`src/rtl/regfile_write_sched_if.sv`:
```
// Write-port bundle between N_REQ requesters, the scheduler and the register file.
// master = requester/observer side, slave = scheduler side.
interface regfile_write_sched_if #(
    parameter int N_REQ  = 4,
    parameter int ADDR_W = 4,
    parameter int DATA_W = 16
);
    logic [N_REQ-1:0]        req;
    logic [N_REQ*ADDR_W-1:0] req_addr;
    logic [N_REQ*DATA_W-1:0] req_data;
    logic [N_REQ-1:0]        gnt;
    logic                    write;
    logic [ADDR_W-1:0]       address;
    logic [DATA_W-1:0]       data;
    logic                    init_done;

    modport master (
        output req, req_addr, req_data,
        input  gnt, write, address, data, init_done
    );

    modport slave (
        input  req, req_addr, req_data,
        output gnt, write, address, data, init_done
    );
endinterface

```
`src/rtl/regfile_write_sched.sv`:
```
// Register-file write-port scheduler: clears all DEPTH registers after reset, then
// round-robin arbitrates N_REQ requesters. Define REG0_ZERO_EN to make register 0 read-only zero.
module regfile_write_sched #(
    parameter int N_REQ  = 4,
    parameter int ADDR_W = 4,
    parameter int DATA_W = 16,
    parameter int DEPTH  = 2**ADDR_W
) (
    input  logic                 clk,
    input  logic                 reset,
    regfile_write_sched_if.slave bus
);
    localparam int PTR_W = (N_REQ > 1) ? $clog2(N_REQ) : 1;

    typedef enum logic [0:0] {CLEAR, RUN} state_t;

    state_t            state_q, state_d;
    logic [ADDR_W-1:0] clr_cnt_q, clr_cnt_d;
    logic [PTR_W-1:0]  rr_ptr_q, rr_ptr_d;
    logic              init_done_q, init_done_d;
    logic [N_REQ-1:0]  gnt_p1, gnt_d;
    logic              vld_p1, vld_d;
    logic [ADDR_W-1:0] addr_p1, addr_d;
    logic [DATA_W-1:0] data_p1, data_d;

    // p0: cyclic search from rr_ptr; a requester seeing its grant this cycle is masked
    logic [N_REQ-1:0]  elig_p0;
    logic              found_p0;
    logic [PTR_W-1:0]  win_p0;
    logic [ADDR_W-1:0] win_addr_p0;
    logic [DATA_W-1:0] win_data_p0;
    logic [PTR_W:0]    idx_p0;

    assign elig_p0 = bus.req & ~gnt_p1;

    always_comb begin
        found_p0    = 1'b0;
        win_p0      = '0;
        idx_p0      = '0;
        win_addr_p0 = '0;
        win_data_p0 = '0;
        for (int k = 0; k < N_REQ; k++) begin
            idx_p0 = {1'b0, rr_ptr_q} + (PTR_W+1)'(k);
            if (idx_p0 >= (PTR_W+1)'(N_REQ))
                idx_p0 = idx_p0 - (PTR_W+1)'(N_REQ);
            if (!found_p0 && elig_p0[idx_p0[PTR_W-1:0]]) begin
                found_p0 = 1'b1;
                win_p0   = idx_p0[PTR_W-1:0];
            end
        end
        for (int i = 0; i < N_REQ; i++) begin
            if (win_p0 == PTR_W'(i)) begin
                win_addr_p0 = bus.req_addr[i*ADDR_W +: ADDR_W];
                win_data_p0 = bus.req_data[i*DATA_W +: DATA_W];
            end
        end
    end

    always_comb begin
        state_d     = state_q;
        clr_cnt_d   = clr_cnt_q;
        rr_ptr_d    = rr_ptr_q;
        init_done_d = init_done_q;
        gnt_d       = '0;
        vld_d       = 1'b0;
        addr_d      = addr_p1;
        data_d      = data_p1;
        case (state_q)
            CLEAR: begin
                vld_d     = 1'b1;
                addr_d    = clr_cnt_q;
                data_d    = '0;
                clr_cnt_d = clr_cnt_q + 1'b1;
                if (clr_cnt_q == ADDR_W'(DEPTH-1))
                    state_d = RUN;
            end
            RUN: begin
                init_done_d = 1'b1;
                if (found_p0) begin
                    gnt_d    = {{(N_REQ-1){1'b0}}, 1'b1} << win_p0;
                    rr_ptr_d = (win_p0 == PTR_W'(N_REQ-1)) ? '0 : win_p0 + 1'b1;
`ifdef REG0_ZERO_EN
                    if (win_addr_p0 != '0) begin
                        vld_d  = 1'b1;
                        addr_d = win_addr_p0;
                        data_d = win_data_p0;
                    end
`else
                    vld_d  = 1'b1;
                    addr_d = win_addr_p0;
                    data_d = win_data_p0;
`endif
                end
            end
            default: state_d = CLEAR;
        endcase
    end

    // p1: registered write port and grant
    always_ff @(posedge clk or negedge reset) begin
        if (!reset) begin
            state_q     <= CLEAR;
            clr_cnt_q   <= '0;
            rr_ptr_q    <= '0;
            init_done_q <= 1'b0;
            gnt_p1      <= '0;
            vld_p1      <= 1'b0;
            addr_p1     <= '0;
            data_p1     <= '0;
        end else begin
            state_q     <= state_d;
            clr_cnt_q   <= clr_cnt_d;
            rr_ptr_q    <= rr_ptr_d;
            init_done_q <= init_done_d;
            gnt_p1      <= gnt_d;
            vld_p1      <= vld_d;
            addr_p1     <= addr_d;
            data_p1     <= data_d;
        end
    end

    assign bus.gnt       = gnt_p1;
    assign bus.write     = vld_p1;
    assign bus.address   = addr_p1;
    assign bus.data      = data_p1;
    assign bus.init_done = init_done_q;
endmodule

```
`src/flat_wrapper.sv`:
```
// flat-port wrapper written by rule: the top's interface ports become plain ports
module regfile_write_sched_flat 
#(
    parameter int N_REQ  = 4,
    parameter int ADDR_W = 4,
    parameter int DATA_W = 16,
    parameter int DEPTH  = 2**ADDR_W
)
  (clk, reset, bus_req, bus_req_addr, bus_req_data, bus_gnt, bus_write, bus_address, bus_data, bus_init_done);
  regfile_write_sched_if #(.N_REQ(N_REQ), .ADDR_W(ADDR_W), .DATA_W(DATA_W)) bus_i ();
  input  logic clk;
  input  logic reset;
  input wire logic [$bits(bus_i.req)-1:0] bus_req;
  input wire logic [$bits(bus_i.req_addr)-1:0] bus_req_addr;
  input wire logic [$bits(bus_i.req_data)-1:0] bus_req_data;
  output wire logic [$bits(bus_i.gnt)-1:0] bus_gnt;
  output wire logic [$bits(bus_i.write)-1:0] bus_write;
  output wire logic [$bits(bus_i.address)-1:0] bus_address;
  output wire logic [$bits(bus_i.data)-1:0] bus_data;
  output wire logic [$bits(bus_i.init_done)-1:0] bus_init_done;
  assign bus_i.req = bus_req;
  assign bus_i.req_addr = bus_req_addr;
  assign bus_i.req_data = bus_req_data;
  assign bus_gnt = bus_i.gnt;
  assign bus_write = bus_i.write;
  assign bus_address = bus_i.address;
  assign bus_data = bus_i.data;
  assign bus_init_done = bus_i.init_done;
  regfile_write_sched #(.N_REQ(N_REQ), .ADDR_W(ADDR_W), .DATA_W(DATA_W), .DEPTH(DEPTH)) u_core (.clk(clk), .reset(reset), .bus(bus_i));
endmodule
```
`config.mk`:
```
export PLATFORM = sky130hd
export DESIGN_NAME = regfile_write_sched_flat
export DESIGN_NICKNAME = d
export VERILOG_FILES = /design/src/rtl/regfile_write_sched_if.sv /design/src/rtl/regfile_write_sched.sv /design/src/flat_wrapper.sv
export SDC_FILE = /design/constraint.sdc
export NUM_CORES = 1
export LEC_CHECK = 0
export ABC_AREA = 1
export CAP_MARGIN = 5
export CORE_AREA = 3 3 77 79
export DETAILED_ROUTE_END_ITERATION = 10
export DIE_AREA = 0 0 80 82
export PLACE_DENSITY = 0.94
export SLEW_MARGIN = 25
export SYNTH_ARGS = -nofsm -noshare
export SYNTH_HDL_FRONTEND = slang
export SYNTH_SLANG_ARGS = --single-unit
```
`constraint.sdc`:
```
create_clock -name clk -period 3.8 [get_ports clk]
set_input_delay 0.57 -clock clk [delete_from_list [all_inputs] [get_ports clk]]
set_output_delay 0.57 -clock clk [all_outputs]
set_load 0.005 [all_outputs]
```
After elaboration in Yosys (flattened, before gate mapping)
Index checks and enable logic that the tools add are counted.
{"block": "totals", "reg_bits": 33, "inputBits": 86, "wordCells": 81}
{"block": "op_classes", "n_addsub": 9, "n_lt_le_gt_ge": 8, "n_eq_ne": 5, "shifts": 1, "n_mux": 39, "bitwise_logic": 3, "n_reduce_logical": 8}
{"op": "$mux W16", "n": 5}
{"op": "$pmux W16 S2", "n": 1}
{"op": "$mux W4", "n": 7}
{"op": "$mux W2", "n": 9}
{"op": "$lt A2 B3 Y1 const B", "n": 4}
{"op": "$mux W1", "n": 11}
{"op": "$ge A3 B3 Y1 const B", "n": 3}
{"op": "$bmux W1 S2", "n": 4}
{"op": "$pmux W4 S2", "n": 1}
{"op": "$sub A2 B1 Y2 const B", "n": 4}
{"op": "$add A2 B2 Y3 const B", "n": 2}
{"op": "$add A4 B1 Y4 const B", "n": 1}
{"op": "$and A4 B4 Y4", "n": 1}
{"op": "$eq A2 B2 Y1 const B", "n": 2}
{"op": "$eq A4 B4 Y1 const B", "n": 1}
{"op": "$not A4 Y4", "n": 1}
{"op": "$shl A1 B2 Y4 const A", "n": 1}
{"op": "$add A2 B1 Y3 const B", "n": 1}
{"op": "$ge A2 B3 Y1 const B", "n": 1}
{"op": "$logic_and A1 B1 Y1", "n": 3}
{"op": "$logic_not A1 Y1", "n": 3}
{"op": "$add A2 B1 Y2 const B", "n": 1}
{"op": "$eq A2 B1 Y1 const B", "n": 1}
{"op": "$logic_not A2 Y1", "n": 1}
{"op": "4 further kinds", "n": 4}

Depth between registers and ports, before layout
{"block": "logic_depth", "depth_word": 21, "depth_mapped": 24, "ltp_nobuf": 22}

Worst setup path after synthesis
No wires, ideal clock.
{"block": "synth_timing", "kind": "input to register", "startpoint": "in bus_req[2]", "endpoint": "reg u_core.data_p1[10] (netlist: u_core.bus.data[10])", "setup_ps": 117, "arrival_time_ps": 2421, "required_ps": 3683, "setup_slack_ps": 1262, "stages": 15, "path_buffers": 1, "cell_sequence": "nand3_1 > nand3_2 > nand2_2 > nand3_1 > nor2_4 > nor2_1 > inv_1 > ha_1 > clkinv_1 > clkbuf_1 > or2_2 > nand3_1 > nand2_1 > nand3_1 > nand2_1"}
{"block": "synth_via", "elab_chain_cells": 20, "elab_cells_between_ends": 34}
{"element": "from (decl)", "line_no": "flat_wrapper.sv:13", "text": "input wire logic [$bits(bus_i.req)-1:0] bus_req;"}
{"element": "$and A4 B4 Y4 (*)", "line_no": "regfile_write_sched.sv:34", "text": "assign elig_p0 = bus.req & ~gnt_p1;"}
{"element": "$bmux W1 S2", "line_no": "regfile_write_sched.sv:46", "text": "if (!found_p0 && elig_p0[idx_p0[PTR_W-1:0]]) begin"}
{"element": "$mux W1 (not written as such)", "line_no": "regfile_write_sched.sv:46"}
{"element": "$mux W1", "line_no": "regfile_write_sched.sv:46"}
{"element": "$logic_not A1 Y1", "line_no": "regfile_write_sched.sv:46"}
{"element": "$logic_and A1 B1 Y1", "line_no": "regfile_write_sched.sv:46"}
{"element": "$mux W1", "line_no": "regfile_write_sched.sv:46"}
{"element": "$logic_not A1 Y1", "line_no": "regfile_write_sched.sv:46"}
{"element": "$logic_and A1 B1 Y1", "line_no": "regfile_write_sched.sv:46"}
{"element": "$mux W1", "line_no": "regfile_write_sched.sv:46"}
{"element": "$logic_not A1 Y1", "line_no": "regfile_write_sched.sv:46"}
{"element": "$logic_and A1 B1 Y1", "line_no": "regfile_write_sched.sv:46"}
{"element": "$mux W2", "line_no": "regfile_write_sched.sv:46"}
{"element": "$logic_not A2 Y1", "line_no": "regfile_write_sched.sv:52", "text": "if (win_p0 == PTR_W'(i)) begin"}
{"element": "$mux W16 (4 in series)", "line_no": "regfile_write_sched.sv:52"}
{"element": "$mux W16", "line_no": "regfile_write_sched.sv:79", "text": "if (found_p0) begin"}
{"element": "$pmux W16 S2", "line_no": "regfile_write_sched.sv:68", "text": "case (state_q)"}
{"element": "to (signal assigned)", "line_no": "regfile_write_sched.sv:118", "text": "data_p1 <= data_d;"}
{"element": "to (decl)", "line_no": "regfile_write_sched.sv:24", "text": "logic [DATA_W-1:0] data_p1, data_d;"}
Every way passes the cells marked *; elsewhere a longest branch is shown, timed or not. The select of a mux whose other input is x is not followed.
A chain may end at the register's enable or synchronous reset.

Final worst setup path
{"block": "layout_timing", "startpoint": "in bus_req[3]", "endpoint": "reg u_core.addr_p1[1] (netlist: u_core.bus.address[1])"}
{"block": "layout_via", "elab_chain_cells": 20, "elab_cells_between_ends": 34}
{"element": "$and A4 B4 Y4 (*)", "line_no": "regfile_write_sched.sv:34"}
{"element": "$bmux W1 S2", "line_no": "regfile_write_sched.sv:46"}
{"element": "$mux W1 (not written as such)", "line_no": "regfile_write_sched.sv:46"}
{"element": "$mux W1", "line_no": "regfile_write_sched.sv:46"}
{"element": "$logic_not A1 Y1", "line_no": "regfile_write_sched.sv:46"}
{"element": "$logic_and A1 B1 Y1", "line_no": "regfile_write_sched.sv:46"}
{"element": "$mux W1", "line_no": "regfile_write_sched.sv:46"}
{"element": "$logic_not A1 Y1", "line_no": "regfile_write_sched.sv:46"}
{"element": "$logic_and A1 B1 Y1", "line_no": "regfile_write_sched.sv:46"}
{"element": "$mux W1", "line_no": "regfile_write_sched.sv:46"}
{"element": "$logic_not A1 Y1", "line_no": "regfile_write_sched.sv:46"}
{"element": "$logic_and A1 B1 Y1", "line_no": "regfile_write_sched.sv:46"}
{"element": "$mux W2", "line_no": "regfile_write_sched.sv:46"}
{"element": "$logic_not A2 Y1", "line_no": "regfile_write_sched.sv:52"}
{"element": "$mux W4 (4 in series)", "line_no": "regfile_write_sched.sv:52"}
{"element": "$mux W4", "line_no": "regfile_write_sched.sv:79"}
{"element": "$pmux W4 S2", "line_no": "regfile_write_sched.sv:68"}
{"element": "to (signal assigned)", "line_no": "regfile_write_sched.sv:117", "text": "addr_p1 <= addr_d;"}
{"element": "to (decl)", "line_no": "regfile_write_sched.sv:23", "text": "logic [ADDR_W-1:0] addr_p1, addr_d;"}
Marked as above.

==> metrics.txt <==
LEAKAGE 1.73 nW; sequential area share after synthesis 35.1%; drt wl/cell 14.2 µm; worst hold path class flip-flop to flip-flop; r2r worst-path depth 20; drt total wl 7420 µm; clock buffer depth 2; PostCTS Resize Cnt 0; sw power 0.00203 W; die height 82 µm; CP Data Arrival Time 3.58 ns; Clock Latency Late Sink 0.28 ns; clk root buf clkbuf_8; Synth area leaders dfrtp_1, nand2_1, nand3_1; hpwl dp 5720 µm; post-route minimum period 3.36 ns; TritonRoute pass-1 iters 4; mapped cell area 2350 µm²; site row count 27; Worst Hold End u_core.bus.data[0]; Sw Share 51.4%; hold path depth 2; Comb pwr share 77.2%; setup bufs post-CTS 0; outcome finished, final reports clean; antenna-violating nets left 0; power per cell area 1100 nW/µm²; Warnings, synthesis 0; Pwr Total 0.00395 W; reg-to-reg endpoint u_core.bus.address[1]; Yosys reg bits 33; area grow syn2layout 52.9%; cell accounting for the most synthesized area dfrtp_1; CORE AREA 5410 µm²; Setup Crit Path Kind input pin to flip-flop; first-pass GRT wire length 12,300 µm; Total GRT Usage 23.9%; share of layout cells above drive strength 1 10.9%; final-report hold violation count 0; Final Skew 0.00620 ns; Worst R2R Setup Slack 0.61 ns; Die X 80 µm; Design Area, Final 3590 µm²; NumNets Final 539; internal power 0.00192 W; Pins Over Slew Limit 0; Max IR drop VDD 680 µV; Slew headroom 56.7%; initial antenna violation count 0; number of I/O pins 112; f_max 297 MHz; H-tree levels 2; number of remaining DRC errors 0; Post-Place Cells 513; placed cell area 3500 µm²; Slew @ Worst Pin 0.647 ns; top post-synthesis cells by count nand2_1, nand3_1, dfrtp_1; period utilization 88.5%; Fin Setup TNS 0 ns; final cell count without fillers 521; Cell variety after synth 25; Max-Cap Viols 0; Hold Path Origin u_core.bus.data[0]; syn_nets 433; unrepaired setup endpoints after global routing no; Synth top area share 35.1%; fin util 66.5%; initial core utilization 43.5%; grt ovf 0; reg-to-reg startpoint u_core.rr_ptr_q[0]; startpoint types input pin; cells after synthesis 342; largest net degree at the start of global routing 38; Clk pin slew, worst setup/hold paths 0.07 ns; critical path fanouts, max 12; Iter 0 DRT Violations 123; die area 6560 µm²; RePlAce Congestion 0.859; cts hold-fix bufs 0; nature of the critical path endpoint flip-flop; ys async rst share 100%; Seq pwr share 16.3%; syn_area_per_cell 6.87 µm²; final setup vio count 0; vias in the first global route 2,745; number of synthesized flops with an enable pin 0; clock power share 6.5%; DR vias/cell 5.14; TritonCTS Buffers 5; Clock Sinks 33; CP Launch Point bus_req[3]; Buffers on Ports 111; Vias 2,677; CTS tree built; Worst Path Required 4.02 ns; most numerous cell in the Yosys netlist nand2_1; # diodes 0; prevailing post-synth register cell dfrtp_1
-- cell type report --
class                   count  area, µm²
well taps                  72       90.1
clock buffers               5       68.8
fillers                   475       1810
clock inverters             3       17.5
repair buffers            117       1160
multi-input cells         276       1370
flip-flops and latches     33        827
inverters                  15       62.6
-- flip-flops by register name (all words and copies together) (netlist names) --
register / cells
u_core.bus.data: 16
u_core.clr_cnt_q: 4
u_core.rr_ptr_q: 2
u_core.bus.address: 4
u_core.bus.write: 1
u_core.bus.init_done: 1
u_core.bus.gnt: 4
u_core.state_q: 1
-- worst max-delay path by stage --
stage / end / slack, ns / cells past startpoint
after floorplan: u_core.bus.data[10] / 1.26 / 15
after global placement: u_core.bus.address[1] / 0.35 / 20
after detailed placement: u_core.bus.data[5] / 0.14 / 18
after CTS: u_core.bus.address[1] / 0.42 / 20
after global routing: u_core.bus.data[6] / 0.21 / 18
final: u_core.bus.address[1] / 0.44 / 20
-- cells by family (layout without fill, tap and decap cells) --
logic type,count (synthesis),after routing,synth area share [%]
buffers and inverters,33,140,6.55
and+or+nand+nor,241,241,46.8
DFF,33,33,35.1
xor gates and xnor gates,3,3,1.12
adders and majority gates,5,5,2.66
AOI/OAI and AO/OA,27,27,7.77
-- critical path, cell delays in order --
cell and delay, ns:
clkdlybuf4s50_1 0.46, nand3_1 0.16, nand3_1 0.11, nand2_2 0.15, nand3_1 0.18, nor2_4 0.21
nor2_1 0.11, inv_1 0.11, ha_1 0.15, inv_1 0.05, nor2_1 0.50, buf_4 0.31
nand2_1 0.07, nand2_1 0.05, o211ai_1 0.08, nand2_1 0.08, nand2_1 0.04, nand2_1 0.08
nand2_1 0.05, nand2_1 0.05
-- metrics by stage --
stage | setup WS [ns] | hold WS (ns)
3_3_place_gp | 0.353 | 0.454
2_1_floorplan | 1.26 | 0.274
6_report | 0.438 | 0.479
3_5_place_dp | 0.141 | 0.463
5_1_grt | 0.215 | 0.505
4_1_cts | 0.423 | 0.483
-- layer usage --
layer  share of wire (%)  wire [µm]  up-vias  global-route usage [%]
met4                 1.3         93        0                    7.09
li1                    -          -     1325                       -
met1                  39       2870     1234                    26.5
met2                  52       3840      108                    44.0
met3                 8.3        615       10                    7.35
met5                   0          0        -                       0
-- cell usage in the layout (no fill, tap or decap) --
cell type	instances
nand2_1	144
clkdlybuf4s50_1	111
nand3_1	55
dfrtp_1	32
or2_2	18
a22oi_1	16
inv_1	11
nor2_1	8
nand2_2	7
a21oi_1	6
buf_4	6
ha_1	5
clkbuf_8	5
nand3_2	4
clkinv_2	3
o211ai_1	3
nor2_4	2
nand4_1	2
o21ai_0	2
clkinv_1	2
xor2_1	2
inv_6	1
nand4_4	1
xnor2_1	1
clkinvlp_4	1
dfrtp_2	1
-- power groups by stage --
| stage | sequential [W] | clock [W] | combinational (W) |
|---|---|---|---|
| 6_report | 0.000645 | 0.000256 | 0.00305 |
| 5_1_grt | 0.000662 | 0.000278 | 0.00351 |
| 4_1_cts | 0.000643 | 0.000262 | 0.00307 |
| 3_5_place_dp | 0.000643 | 0 | 0.00307 |
| 3_3_place_gp | 0.000644 | 0 | 0.00294 |
| 2_1_floorplan | 0.000617 | 0 | 0.00218 |
Note: power is estimated with default switching activity, not from simulation.
